===== config.mk =====
export PLATFORM = sky130hd
export DESIGN_NAME = pulse_pattern_generator
export DESIGN_NICKNAME = d
export VERILOG_FILES = /design/src/rtl/pulse_pattern_generator.sv
export SDC_FILE = /design/constraint.sdc
export NUM_CORES = 1
export LEC_CHECK = 0
export CORE_AREA = 2 2 165 167
export CTS_BUF_LIST = sky130_fd_sc_hd__clkbuf_8
export DETAILED_ROUTE_END_ITERATION = 8
export DIE_AREA = 0 0 167 169
export GPL_ROUTABILITY_DRIVEN = 0
export PLACE_DENSITY = 0.85
export SYNTH_ARGS = -nofsm -noshare
export SYNTH_HDL_FRONTEND = slang
export SYNTH_SLANG_ARGS = --single-unit

===== constraint.sdc =====
create_clock -name clk -period 2 [get_ports clk]
set_input_delay 0.4 -clock clk [delete_from_list [all_inputs] [get_ports clk]]
set_output_delay 0.4 -clock clk [all_outputs]
set_load 0.01 [all_outputs]

===== src/rtl/pulse_pattern_generator.sv =====
// Multi-channel programmable pulse/PWM generator with per-channel period, high time
// and end-of-period strobe; config writes are shadowed and applied at period boundaries.
module pulse_pattern_generator #(
   parameter int          CHANNELS          = 4,
   parameter int          CNT_WIDTH         = 16,
   parameter int unsigned DEFAULT_PERIOD_M1 = 0,
   parameter int unsigned DEFAULT_HIGH      = 1,
   localparam int         CH_W              = (CHANNELS > 1) ? $clog2(CHANNELS) : 1
) (
   input  logic                 clk,
   input  logic                 rst_n,
   input  logic [CHANNELS-1:0]  enable,
   input  logic                 cfg_valid,
   output logic                 cfg_ready,
   input  logic [CH_W-1:0]      cfg_channel,
   input  logic [CNT_WIDTH-1:0] cfg_period_m1,
   input  logic [CNT_WIDTH-1:0] cfg_high,
   output logic [CHANNELS-1:0]  out,
   output logic [CHANNELS-1:0]  wrap
);

   localparam logic [CNT_WIDTH-1:0] RST_PM1  = CNT_WIDTH'(DEFAULT_PERIOD_M1);
   localparam logic [CNT_WIDTH-1:0] RST_HIGH = CNT_WIDTH'(DEFAULT_HIGH);

   logic [CHANNELS-1:0][CNT_WIDTH-1:0] cnt_q, cnt_d;
   logic [CHANNELS-1:0][CNT_WIDTH-1:0] pm1_q, pm1_d;
   logic [CHANNELS-1:0][CNT_WIDTH-1:0] high_q, high_d;
   logic [CHANNELS-1:0][CNT_WIDTH-1:0] pm1_s_q, pm1_s_d;
   logic [CHANNELS-1:0][CNT_WIDTH-1:0] high_s_q, high_s_d;
   logic [CHANNELS-1:0]                pending_q, pending_d;
   logic [CHANNELS-1:0]                out_q, out_d;
   logic [CHANNELS-1:0]                wrap_q, wrap_d;
   logic                               in_range;
   logic                               accept;

   // Handshake: a write transfers on an edge where cfg_valid && cfg_ready.
   // Out-of-range channels always report ready and the write is discarded.
   assign in_range = ({1'b0, cfg_channel} < (CH_W + 1)'(CHANNELS));

   always_comb begin
      cfg_ready = 1'b1;
      if (in_range) cfg_ready = !pending_q[cfg_channel];
   end

   assign accept = cfg_valid && cfg_ready && in_range;
   assign out    = out_q;
   assign wrap   = wrap_q;

   always_comb begin
      cnt_d     = cnt_q;
      pm1_d     = pm1_q;
      high_d    = high_q;
      pm1_s_d   = pm1_s_q;
      high_s_d  = high_s_q;
      pending_d = pending_q;
      out_d     = '0;
      wrap_d    = '0;
      for (int i = 0; i < CHANNELS; i++) begin
         out_d[i]  = enable[i] && (cnt_q[i] < high_q[i]);
         wrap_d[i] = enable[i] && (cnt_q[i] == pm1_q[i]);
         if (!enable[i] || (cnt_q[i] == pm1_q[i])) cnt_d[i] = '0;
         else                                      cnt_d[i] = cnt_q[i] + CNT_WIDTH'(1);
         // Apply at a boundary (or while idle); ready is low while pending, so never both.
         if (pending_q[i] && (!enable[i] || (cnt_q[i] == pm1_q[i]))) begin
            pm1_d[i]     = pm1_s_q[i];
            high_d[i]    = high_s_q[i];
            pending_d[i] = 1'b0;
         end else if (accept && (cfg_channel == CH_W'(i))) begin
            pm1_s_d[i]   = cfg_period_m1;
            high_s_d[i]  = cfg_high;
            pending_d[i] = 1'b1;
         end
      end
   end

   always_ff @(posedge clk or negedge rst_n) begin
      if (!rst_n) begin
         cnt_q     <= '0;
         pm1_q     <= {CHANNELS{RST_PM1}};
         high_q    <= {CHANNELS{RST_HIGH}};
         pm1_s_q   <= {CHANNELS{RST_PM1}};
         high_s_q  <= {CHANNELS{RST_HIGH}};
         pending_q <= '0;
         out_q     <= '0;
         wrap_q    <= '0;
      end else begin
         cnt_q     <= cnt_d;
         pm1_q     <= pm1_d;
         high_q    <= high_d;
         pm1_s_q   <= pm1_s_d;
         high_s_q  <= high_s_d;
         pending_q <= pending_d;
         out_q     <= out_d;
         wrap_q    <= wrap_d;
      end
   end

endmodule

==> metrics, run 1 <==
Final Util=0.712; largest family of logic cells by synthesized area=multiplexers; Tcrit/Tclk final=1.09; Synth cell types=40; status=complete, but fails checks; count of final hold-check violations=0; post-route setup slack=-0.182 ns; Post-Synth XOR/XNOR Area=0.0676; Comb pwr share=0.247; Tightest Hold Check Type=in2async; # nets final=1475; CP Capture Type=flop; CTS max path bufs=3; Seq cells post-synth=332; placed cell area=17000 um^2; placed cell count=1614; drt wl/cell=21.7 um; Top Ports=50; Pwr Density=1160 nW/um^2; root buffer cell=clkbuf_8; Cells after Synth=1147; Fmax=458 MHz; number of global-route vias before repair=10700; Pins Over Slew Limit=0; TritonCTS Sinks=332; max_cap viols=0; Compound-Gate Fraction of Synth Area=0.0350; core area=26500 um^2; switch share=0.289; initial antenna violation count=0; slowest CP cell=o41ai_4; Die Wd=167 um; layout cells sized above 1=0.393; Area Overhead vs Synth=24.5%; Psw=6.29 mW; DRT Pass-1 Iters=4; final wirelength=38000 um; Post-Synth Simple-Gate Area=0.0666; Data required, critical path=2.47 ns; later-pin clock latency in the skew report=0.59 ns; row count=60; Top FF cell, synth=dfrtp_1; pre-CTS setup slack=-0.396 ns; Worst Path Max Fanout=6; Non-Filler Instances=1755; adder-cell share of the synthesized area=0.0529; global-route wire length before repair=57500 um; TritonCTS Buffers=53; Die Ht=169 um; drt first-iter violations=705; YS warnings=0; DRC=0; unrepaired setup endpoints after global routing=true; Rel. slew slack=0.641; Reg2Reg Depth=7; violated checks=negative setup slack; die area=28200 um^2; largest net degree at the start of global routing=72; clk_skew=0.0227 ns; most common cell after layout, fill and taps aside=dfrtp_1; worst r2r src=cnt_q[25]; number of synthesized flops with an enable pin=0; multiplexer area fraction after synthesis=0.199; Setup TNS=-10.33 ns; classification of the worst setup path=reg2reg; Startpoint Class=flop; Hold WS=0.302 ns; Final HPWL DP=23500 um; Worst Path Buf+Inv=2; Via density=5.75; most frequent cells in the layout=dfrtp_1 (323), mux2_2 (218), buf_4 (120); Avg Inst Size Synth=13.2 um^2; Ant. Diodes=0; CTS clk-pin slew, worst paths=0.07 ns; Async SR Flop Fraction=1.00; Overflow after GRT=0; syn_nets=1252; Reg power frac=0.462; Final Power=21.8 mW; VDD IR-drop max=1000 uV; CP max stage delay=0.43 ns; initial core utilization=0.572; Static Leak=8.74 nW; delay-heaviest family, CP=simple AND/OR/NAND/NOR gates; cells along the critical path=buf_6 > xnor2_2 > nand4_1 > o41ai_4 > nand2_4 > clkbuf_16 > mux2_2; Int Power=15.5 mW; Routed Antenna Nets=0; final setup fails=117; min Tclk post-route=2.18 ns; clock share of power=0.291; Via Count=10100; gr usage total=0.263; CTS tree=built; Worst-Margin Slew=0.531 ns; RR Endpoint=high_q[18]; synthesized cell area=15100 um^2; reg-to-reg slack, setup=-0.18 ns; H-tree levels=2; post-route design area=18900 um^2; number of port buffers=49; Seq/Total Area, Yosys=0.549; worst path arrival time=2.65 ns
-- synth_stat cells (13+ instances only) --
cell type	count	area [um^2]
ha_1	64	801
nand2_1	20	75.1
nor2_1	81	304
dfrtp_1	324	8110
nand3_1	23	115
mux2_4	30	450
xnor2_1	92	806
clkbuf_1	17	63.8
o21ai_0	13	65.1
inv_1	80	300
mux2_2	218	2450
xor2_1	25	219
nand4_1	27	169
-- worst max-delay path by stage --
stage               slack, ns  cells past startpoint    endpoint      startpoint
floorplan               -0.07                      6  high_q[10]       cnt_q[10]
CTS                     -0.09                      7   pm1_q[19]       cnt_q[21]
global route            -0.23                      8    pm1_q[7]       cnt_q[11]
finish                  -0.18                      7  high_q[18]       cnt_q[25]
global placement        -0.40                      4   cfg_ready  cfg_channel[0]
detailed placement      -0.40                      4   cfg_ready  cfg_channel[0]
-- cell families (layout without fill, tap and decap cells) --
group | after synthesis | count (layout)
xor gates and xnor gates | 117 | 117
adders and majority gates | 64 | 64
DFF | 332 | 332
and+or+nand+nor | 203 | 203
buffers and inverters | 110 | 377
AOI/OAI and AO/OA | 64 | 64
muxes | 257 | 257
-- what timing repair did --
action                                  4_1_cts  5_1_grt
hold buffers                                  1        0
gates resized for setup                      38       32
pin swaps                                    15       17
endpoints found under the hold margin        53        0
gates cloned                                  2        4
setup buffers                                24       13
endpoints found under the setup margin      131      139
-- power groups by stage --
stage          Combinational [mW]  Sequential, mW  Clock, mW
2_1_floorplan                3.57            9.63          0
3_3_place_gp                 4.48            9.91          0
5_1_grt                      5.86            10.3       6.76
3_5_place_dp                 4.79            10.0          0
4_1_cts                      5.07            9.97       6.43
6_report                     5.39            10.1       6.34
-- layer usage --
metal  global-route usage  share of wire
met1                0.339           0.40
met2                0.421           0.48
met3               0.0524          0.064
met4                0.142          0.054
met5                    0              0
-- area by class of cell --
type	instances	area [um^2]
clock buffers	71	977
clock inverters	28	208
fillers	1586	7640
inverters	80	300
multi-input cells	705	6710
flip-flops and latches	332	8320
well taps	341	427
repair buffers	198	1920
-- state kept, by name (all words and copies together), names as in the netlist --
register / cells
pending_q: 4
pm1_s_q: 64
out: 4
high_s_q: 64
cnt_q: 64
wrap: 4
pm1_q: 64
high_q: 64
(Power assumes the default switching activity.)
==> run 2: changes to the inputs <==
--- a/config.mk
+++ b/config.mk
@@ -5,12 +5,14 @@
 export SDC_FILE = /design/constraint.sdc
 export NUM_CORES = 1
 export LEC_CHECK = 0
-export CORE_AREA = 2 2 165 167
+export CORE_AREA = 2 2 162 164
 export CTS_BUF_LIST = sky130_fd_sc_hd__clkbuf_8
 export DETAILED_ROUTE_END_ITERATION = 8
-export DIE_AREA = 0 0 167 169
+export DIE_AREA = 0 0 164 166
+export DONT_BUFFER_PORTS = 1
 export GPL_ROUTABILITY_DRIVEN = 0
 export PLACE_DENSITY = 0.85
+export RECOVER_POWER = 100
 export SYNTH_ARGS = -nofsm -noshare
 export SYNTH_HDL_FRONTEND = slang
 export SYNTH_SLANG_ARGS = --single-unit
==> metrics, run 2 (same netlist as run 1, synthesis figures left out) <==
status=complete, but fails checks; violated checks=negative hold slack, negative setup slack; Top Ports=50 (unchanged); Final HPWL DP=22500 um (-4.5%); Via Count=9889 (-1.9%); TritonCTS Sinks=332 (unchanged); root buffer cell=clkbuf_8; Die Ht=166 um (-1.8%); delay-heaviest family, CP=simple AND/OR/NAND/NOR gates; H-tree levels=2 (unchanged); Die Wd=164 um (-1.8%); Worst Path Buf+Inv=2 (unchanged); count of final hold-check violations=332 (+332); Fmax=459 MHz (+0.12%); Pins Over Slew Limit=0 (unchanged); Tightest Hold Check Type=in2async; unrepaired setup endpoints after global routing=true; Tcrit/Tclk final=1.09 (-0.00136); die area=27200 um^2 (-3.5%); # nets final=1431 (-3.0%); CTS tree=built; Static Leak=8.46 nW (-3.1%); most frequent cells in the layout=dfrtp_1 (314), mux2_2 (218), buf_4 (98); Data required, critical path=2.48 ns (about the same); Worst Path Max Fanout=13 (+7); classification of the worst setup path=reg2reg; Hold Buf Count CTS=34 (+33); Via density=5.79 (+0.82%); row count=59 (-1.7%); Hold WS=-0.488 ns (-0.790 ns); CTS max path bufs=3 (unchanged); met3 global-route usage=0.0614 (+0.00907); Setup crit start=cnt_q[6]; DRT Pass-1 Iters=5 (+1); final wirelength=38200 um (+0.53%); min Tclk post-route=2.18 ns (-0.00272 ns); cells along the critical path=buf_6 > xnor2_2 > nand4_1 > o41ai_4 > nand2_4 > buf_12 > mux2_4; max_cap viols=0 (unchanged); core area=25600 um^2 (-3.3%); worst r2r src=cnt_q[6]; gr usage total=0.273 (+0.0108); Overflow after GRT=0 (unchanged); worst path arrival time=2.66 ns (about the same); later-pin clock latency in the skew report=0.60 ns (about the same); post-route setup slack=-0.180 ns (+0.00272 ns); slowest CP cell=o41ai_4; grt met1 use=0.356 (+0.0174); Startpoint Class=flop; placed cell area=16200 um^2 (-4.6%); most common cell after layout, fill and taps aside=dfrtp_1; layout cells sized above 1=0.387 (-0.00564); CTS clk-pin slew, worst paths=0.07 ns (about the same); global-route wire length before repair=56900 um (-0.95%); initial core utilization=0.591 (+0.0197); met2 usage=0.449 (+0.0273); Pwr Density=1190 nW/um^2 (+2.6%); drt wl/cell=22.4 um (+3.4%); clk_skew=0.0292 ns (+0.00649 ns); Rel. slew slack=0.447 (-0.194); Reg2Reg Depth=7 (unchanged); number of global-route vias before repair=10200 (-5.0%); initial antenna violation count=9 (+9); largest net degree at the start of global routing=333 (+360%); DRC=0 (unchanged); VDD IR-drop max=670 uV (-33%); Area Overhead vs Synth=21.2%; Routed Antenna Nets=0 (unchanged); Final Util=0.716 (+0.00460); CP max stage delay=0.42 ns (about the same); post-route design area=18400 um^2 (-2.7%); final setup fails=103 (-12%); drt first-iter violations=751 (+6.5%); TritonCTS Buffers=54 (+1.9%); Worst path depth=7 (unchanged); grt peak-use layer=met2; Worst-Margin Slew=0.830 ns (+0.299 ns); number of port buffers=0 (-100%); CP Capture Type=flop; pre-CTS setup slack=-0.150 ns (+0.246 ns)
==> run 2: path summary, 6_finish.rpt <==
path / end / slack (ns)
max in group asynchronous: cnt_q[11] / 2.00
worst max register to register: high_q[12] / -0.18
worst max-delay path: high_q[12] / -0.18
min in group clk: out[1] / 0.05
worst min-delay path: wrap[3] / -0.49
worst min register to register: high_q[11] / 0.49
==> run 2: area by class of cell <==
type | instances | area [um^2]
flip-flops and latches | 332 | 8330
fillers | 1559 | 7260
multi-input cells | 705 | 6640
repair buffers | 153 | 1400
clock buffers | 73 | 1000
well taps | 335 | 419
inverters | 80 | 300
clock inverters | 27 | 256
diodes | 2 | 5.00
==> run 2: routing by layer <==
layer	part of all wire	wire length (um)
met1	0.40	15300
met2	0.49	18800
met3	0.069	2640
met4	0.038	1470
met5	0.0022	85
==> run 2: where the power goes <==
| part | total (mW) | switching (mW) | internal [mW] |
|---|---|---|---|
| sequential | 10.1 | 1.33 | 8.73 |
| combinational | 5.01 | 1.99 | 3.03 |
| clock | 6.69 | 2.78 | 3.91 |
==> run 2: metrics by stage <==
step	hold WS [ns]	instances	setup TNS [ns]	power [mW]
4_1_cts	-0.521	1677	-0.530	21.4
3_3_place_gp	0.119	1533	-0.0477	14.0
2_1_floorplan	0.104	1147	-2.24	13.2
5_1_grt	-0.503	1706	-21.18	22.8
3_5_place_dp	0.113	1533	-0.928	14.4
6_report	-0.488	1707	-11.16	21.8
==> run 2: worst register-to-register path, stage by stage (launching register included) <==
cell and delay, ns:
dfrtp_1 0.40, buf_6 0.13, xnor2_2 0.16, nand4_1 0.24, o41ai_4 0.42, nand2_4 0.18
buf_12 0.20, mux2_4 0.31
==> run 2: repair_timing <==
| item | in CTS | in global routing |
|---|---|---|
| buffers inserted | 10 | 23 |
| resized for setup | 28 | 32 |
| gates cloned | 0 | 5 |
| endpoints found under the setup margin | 52 | 150 |
| pin swaps | 11 | 24 |
| endpoints found under the hold margin | 463 | 332 |
